**config.mk**
```make
export PLATFORM = sky130hd
export DESIGN_NAME = miss_fetch
export DESIGN_NICKNAME = d
export VERILOG_FILES = /design/src/rtl/miss_fetch_pkg.sv /design/src/rtl/miss_fetch_fill_buffer.sv /design/src/rtl/miss_fetch.sv
export SDC_FILE = /design/constraint.sdc
export NUM_CORES = 1
export LEC_CHECK = 0
export ABC_AREA = 1
export CAP_MARGIN = 5
export CORE_MARGIN = 5
export CORE_UTILIZATION = 38
export DETAILED_ROUTE_END_ITERATION = 8
export GPL_ROUTABILITY_DRIVEN = 0
export HOLD_SLACK_MARGIN = 0.03
export PLACE_DENSITY = 0.95
export SLEW_MARGIN = 20
export SYNTH_ARGS = -nofsm -noshare
export SYNTH_HDL_FRONTEND = slang
export SYNTH_SLANG_ARGS = --single-unit
```
**constraint.sdc**
```tcl
create_clock -name clk -period 3.8 [get_ports clk]
set_input_delay 0.38 -clock clk [delete_from_list [all_inputs] [get_ports clk]]
set_output_delay 0.38 -clock clk [all_outputs]
set_load 0.01 [all_outputs]
```
**src/rtl/miss_fetch_pkg.sv**
```systemverilog
// Shared cache types for the miss-fetch path: controller states, word
// width and the block-offset helper used to align fill addresses.
package miss_fetch_pkg;

    localparam int WORD_W     = 32;
    localparam int WORD_BYTES = WORD_W / 8;
    localparam int BYTE_OFF_W = 2;

    typedef enum logic [1:0] {
        IDLE   = 2'd0,
        HAZARD = 2'd1,
        FETCH  = 2'd2,
        DONE   = 2'd3
    } state_t;

    // Number of low address bits covered by one cache block.
    function automatic int blk_off(input int block_words);
        return $clog2(WORD_BYTES * block_words);
    endfunction

endpackage

```
**src/rtl/miss_fetch_fill_buffer.sv**
```systemverilog
// Word counter and block assembly register for a cache fill.
// Words land at the position given by the counter; a whole-block load
// overrides the assembly (used by write-queue forwarding).
module fill_buffer
    import miss_fetch_pkg::*;
#(
    parameter  int BLOCK_WORDS = 2,
    localparam int IDX_W       = $clog2(BLOCK_WORDS)
) (
    input  logic                        clk,
    input  logic                        rst,
    input  logic                        clear,
    input  logic                        load,
    input  logic [WORD_W-1:0]           data,
    input  logic                        blk_load,
    input  logic [WORD_W*BLOCK_WORDS-1:0] blk_data,
    output logic [IDX_W-1:0]            index,
    output logic [WORD_W*BLOCK_WORDS-1:0] block,
    output logic                        last
);

    logic [IDX_W-1:0] cnt;

    // Counter and assembly register; the block is only overwritten word by
    // word, so the previous fill stays visible until new words arrive.
    always_ff @(posedge clk) begin
        if (rst) begin
            cnt   <= '0;
            block <= '0;
        end else begin
            if (clear) begin
                cnt <= '0;
            end else if (load) begin
                cnt <= cnt + IDX_W'(1);
                for (int i = 0; i < BLOCK_WORDS; i++) begin
                    if (cnt == IDX_W'(i)) begin
                        block[i*WORD_W +: WORD_W] <= data;
                    end
                end
            end
            if (blk_load) begin
                block <= blk_data;
            end
        end
    end

    assign index = cnt;
    assign last  = (cnt == IDX_W'(BLOCK_WORDS - 1));

endmodule

```
**src/rtl/miss_fetch.sv**
```systemverilog
// Cache miss block-fill controller. Waits out a pending dirty write-queue
// entry for the block, reads the block word by word from memory and
// presents it for one cycle.
// Optional feature: define WQ_FORWARD_EN to satisfy a miss that hits the
// write queue directly from wq_data, skipping memory entirely.
module miss_fetch
    import miss_fetch_pkg::*;
#(
    parameter  int ADDR_W      = 32,
    parameter  int BLOCK_WORDS = 2,
    localparam int BLK_W       = WORD_W * BLOCK_WORDS
) (
    input  logic              clk,
    input  logic              n_rst,
    input  logic              dmiss,
    input  logic [ADDR_W-1:0] dmissaddr,
    output logic              dmissREN,
    output logic [ADDR_W-1:0] dmemaddr,
    input  logic [WORD_W-1:0] dmemload,
    input  logic              dwait,
    input  logic              wq_match,
    input  logic [BLK_W-1:0]  wq_data,
    output logic              fill_valid,
    output logic [ADDR_W-1:0] fill_addr,
    output logic [BLK_W-1:0]  fill_block,
    output logic              busy
);

    localparam int OFF_W = blk_off(BLOCK_WORDS);
    localparam int IDX_W = $clog2(BLOCK_WORDS);

    state_t             state, nxt;
    logic [ADDR_W-1:0]  base;
    logic [IDX_W-1:0]   idx;
    logic               last;
    logic               start;
    logic               rd_done;
    logic               fwd_load;
    logic [BLK_W-1:0]   fwd_data;

    assign start   = (state == IDLE) && dmiss;
    assign rd_done = (state == FETCH) && !dwait;

`ifdef WQ_FORWARD_EN
    assign fwd_load = start && wq_match;
    assign fwd_data = wq_data;
`else
    logic unused_wq;
    assign unused_wq = ^wq_data;
    assign fwd_load  = 1'b0;
    assign fwd_data  = '0;
`endif

    fill_buffer #(
        .BLOCK_WORDS (BLOCK_WORDS)
    ) u_buf (
        .clk      (clk),
        .rst      (n_rst),
        .clear    (start),
        .load     (rd_done),
        .data     (dmemload),
        .blk_load (fwd_load),
        .blk_data (fwd_data),
        .index    (idx),
        .block    (fill_block),
        .last     (last)
    );

    // State register.
    always_ff @(posedge clk) begin
        if (n_rst) begin
            state <= IDLE;
        end else begin
            state <= nxt;
        end
    end

    // Block base address, captured block-aligned when a miss is accepted.
    always_ff @(posedge clk) begin
        if (n_rst) begin
            base <= '0;
        end else if (start) begin
            base <= {dmissaddr[ADDR_W-1:OFF_W], OFF_W'(0)};
        end
    end

    // Next-state logic.
    always_comb begin
        nxt = state;
        case (state)
            IDLE: begin
                if (dmiss) begin
`ifdef WQ_FORWARD_EN
                    nxt = wq_match ? DONE : FETCH;
`else
                    nxt = wq_match ? HAZARD : FETCH;
`endif
                end
            end
            HAZARD:  if (!wq_match) nxt = FETCH;
            FETCH:   if (rd_done && last) nxt = DONE;
            DONE:    nxt = IDLE;
            default: nxt = IDLE;
        endcase
    end

    // Outputs decoded from the current state; memory is only addressed in FETCH.
    always_comb begin
        dmissREN   = 1'b0;
        dmemaddr   = '0;
        fill_valid = 1'b0;
        busy       = (state != IDLE);
        fill_addr  = base;
        if (state == FETCH) begin
            dmissREN = 1'b1;
            dmemaddr = base + ADDR_W'({idx, {BYTE_OFF_W{1'b0}}});
        end
        if (state == DONE) begin
            fill_valid = 1'b1;
        end
    end

endmodule

```
==> results.yml <==
yosys:
  seq_area_frac_synth_pct: 51.3
  mappedNetlistArea_um2: 3740
  ys_seq_elements: 96
  syn_avg_cell_area_um2: 7.23
  ys_warn_count: 0
  synthCells: 518
  netlist-cell-type-count: 18
setup_path:
  regToRegStartpoint: "state[0]$_SDFFE_PP0P_"
  regToRegEndpoint: "u_buf.block[41]$_SDFFE_PP0P_"
  crit_cells: 9
  cp_class: "reg -> reg"
  critical-path-top-delay-family: "buffers and inverters"
  timing.critical_path.buf_inv: 3
  crit_arrival_ns: 2.88
  critical_path.endpoint: "u_buf.block[41]$_SDFFE_PP0P_"
  critPathSlowestCell: "sky130_fd_sc_hd__inv_2"
  timing.critical_path.cells: "inv_1 > ha_1 > buf_4 > nand2_1 > nor2_2 > nand2_2 > inv_2 > nor2_1 > nor2_1"
  critical_path.max_stage_delay_ns: 0.66
  cp.required_ns: 4.08
  reg2reg_depth: 9
  critical_path.most_common_cell: "sky130_fd_sc_hd__nor2_1"
  critPathLaunch: "state[0]$_SDFFE_PP0P_"
  timing.reg2reg.setup_slack_ns: 1.20
  critical_path_peak_fanout: 33
  critical_path.startpoint_type: "flop"
  endpoint_kind: "flop"
routing:
  first_iter_violations: 202
  drc_violations: 0
  wire_per_inst_um: 13.7
  num_vias: 3788
  final_antenna_violating_net_count: 0
  firstDrtPassIters: 4
  vias_per_cell: 4.56
  routed_wirelength_mm: 11.4
floorplanning:
  core.rowCount: 36
  die_area_um2: 11900
  die_width_um: 109
  core_region_area_um2: 9680
  ioPinCount: 264
  start_util_pct: 38.7
  chipHeight_um: 109
power_and_ir_drop:
  power.ir.vdd_worst_mv: 0.257
  power_per_cell_area_nw_per_um2: 515
  leak_nw: 2.45
global_route:
  antenna_violations_before_repair: 0
  grt_pass1_vias: 3643
  maximum_number_of_pins_on_one_net_before_global_route_repair: 60
  overflow_left_after_global_routing: 0
  gr-usage-all-layers_pct: 19.0
  first_pass_grt_wire_length_mm: 17.6
timing:
  timing.final.setup_violations: 0
  report.final.hold_viol_count: 0
  fin_crit_sh_pct: 68.5
  finalClockSkew_ns: 0.0138
  max_slew.worst_pin.slew_ns: 0.881
  maxSlewHeadroom_pct: 41.2
  fin_tns_setup_ns: 0
  grt_setup_unrepaired: "false"
  fmax_ghz: 0.384
  report.final.slew_viol_count: 0
  timing.final.crit_period_ns: 2.60
placed_design:
  portBuffers: 191
  place.detailed.hpwl_mm: 8.51
min_path:
  hold_path.class: "reg -> reg"
  hold_path_startpoint: "u_buf.block[62]$_SDFFE_PP0P_"
final_layout:
  num_antenna_cells: 0
  num-nets-final: 831
  drive_gt1_share_pct: 4.01
  final_core_utilization_pct: 60.7
  fill_cells: 836
  layout-area-overhead-vs-synth_pct: 57.0
clock_tree:
  cts-root-to-sink-buffers: 2
  tritoncts_num_sinks: 96
  library_cell_used_as_clock_root_buffer: "sky130_fd_sc_hd__clkbuf_8"
  path_clk_slew_ns: 0.09
  clock_buffer_count_from_cts: 9
  cts_tree: "yes"
  clock_latency_ns: 0.35
  post_cts_resized: 0
  postCtsHoldBufs: 0
  h-tree-depth: 3
  post_cts.repair.setup_buffers: 0
run_status:
  outcome: "complete, no violations"
job:
  maxCapViolations: 0
## power breakdown
part	switching (mW)	internal, mW	total [mW]
sequential	0.102	1.16	1.26
clock	0.346	0.297	0.643
combinational	0.574	0.546	1.12
total	1.02	2.00	3.02
## metal layers
layer,share of wire [%],GRT usage [%],vias to the layer above,wire (µm)
met4,1.4,5.25,0,154
met1,39,20.4,1684,4420
met3,10,7.34,14,1190
met5,0,0,-,0
met2,49,34.4,152,5640
li1,-,-,1938,-
## worst reg2reg max path: stages (launching register included)
cell and delay (ns):
sky130_fd_sc_hd__dfxtp_1 0.35, sky130_fd_sc_hd__inv_1 0.11, sky130_fd_sc_hd__ha_1 0.16, sky130_fd_sc_hd__buf_4 0.31
sky130_fd_sc_hd__nand2_1 0.14, sky130_fd_sc_hd__nor2_2 0.13, sky130_fd_sc_hd__nand2_2 0.41, sky130_fd_sc_hd__inv_2 0.67
sky130_fd_sc_hd__nor2_1 0.12, sky130_fd_sc_hd__nor2_1 0.14
## sequential cells by signal (all words and copies together), names as in the netlist
signal	count
u_buf.block	64
fill_addr	29
state	2
u_buf.index	1
## kinds of logic after synthesis
group / after synthesis / share of synthesized area (%)
flops: 96 / 51.3
compound gates: 97 / 13.0
fa+ha+maj: 5 / 1.67
other cells: 1 / 0.100
buf+inv: 80 / 9.49
simple gates: 239 / 24.4
## cell type report
type | count | area, µm² | share of cell area [%]
tap | 133 | 166 | 2.83
inverter | 44 | 165 | 2.81
clock buffer | 13 | 169 | 2.87
sequential | 96 | 1920 | 32.7
timing repair buffer | 196 | 1950 | 33.2
clock inverter | 3 | 22.5 | 0.383
multi-input combinational | 346 | 1480 | 25.2
## worst min-delay path by stage
stage	end	slack (ns)	cells after the start
global route	u_buf.block[49]$_SDFFE_PP0P_	0.51	2
global placement	u_buf.block[6]$_SDFFE_PP0P_	0.46	2
floorplan	u_buf.index$_SDFFE_PP0N_	0.46	1
finish	u_buf.block[62]$_SDFFE_PP0P_	0.48	2
detailed placement	u_buf.block[49]$_SDFFE_PP0P_	0.47	2
CTS	u_buf.block[62]$_SDFFE_PP0P_	0.49	2
## synth_stat cells
cell type	instances	area (µm²)
sky130_fd_sc_hd__a21oi_1	1	5.00
sky130_fd_sc_hd__buf_2	8	40.0
sky130_fd_sc_hd__buf_4	12	90.1
sky130_fd_sc_hd__clkbuf_1	16	60.1
sky130_fd_sc_hd__conb_1	1	3.75
sky130_fd_sc_hd__dfxtp_1	96	1920
sky130_fd_sc_hd__ha_1	5	62.6
sky130_fd_sc_hd__inv_1	41	154
sky130_fd_sc_hd__inv_2	3	11.3
sky130_fd_sc_hd__nand2_1	39	146
sky130_fd_sc_hd__nand2_2	1	6.26
sky130_fd_sc_hd__nand3_1	2	10.0
sky130_fd_sc_hd__nand3_2	1	10.0
sky130_fd_sc_hd__nor2_1	193	724
sky130_fd_sc_hd__nor2_2	2	12.5
sky130_fd_sc_hd__nor3_1	1	5.00
sky130_fd_sc_hd__o21ai_0	67	335
sky130_fd_sc_hd__o21ai_1	29	145
## layout by cell type (no fill, tap or decap)
cell type	instances
sky130_fd_sc_hd__a21oi_1	1
sky130_fd_sc_hd__buf_4	5
sky130_fd_sc_hd__clkbuf_1	1
sky130_fd_sc_hd__clkbuf_8	12
sky130_fd_sc_hd__clkdlybuf4s50_1	191
sky130_fd_sc_hd__clkinv_2	1
sky130_fd_sc_hd__conb_1	5
sky130_fd_sc_hd__dfxtp_1	96
sky130_fd_sc_hd__ha_1	5
sky130_fd_sc_hd__inv_1	40
sky130_fd_sc_hd__inv_2	4
sky130_fd_sc_hd__inv_6	2
sky130_fd_sc_hd__nand2_1	39
sky130_fd_sc_hd__nand2_2	1
sky130_fd_sc_hd__nand3_1	2
sky130_fd_sc_hd__nand3_2	1
sky130_fd_sc_hd__nor2_1	193
sky130_fd_sc_hd__nor2_2	2
sky130_fd_sc_hd__nor3_1	1
sky130_fd_sc_hd__o21ai_0	67
sky130_fd_sc_hd__o21ai_1	29
## metrics by stage
stage          hold WS (ns)  power (mW)  instances  setup WS, ns  cell area, µm²
2_1_floorplan         0.459        1.85        522          2.17            3760
3_3_place_gp          0.460        2.37        815          1.27            5680
3_5_place_dp          0.472        2.42        815          1.15            5680
4_1_cts               0.492        3.06        831          1.15            5880
5_1_grt               0.507        3.23        831         0.877            5880
6_report              0.485        3.02        831          1.20            5880
Power figures use the tool's default switching activity.
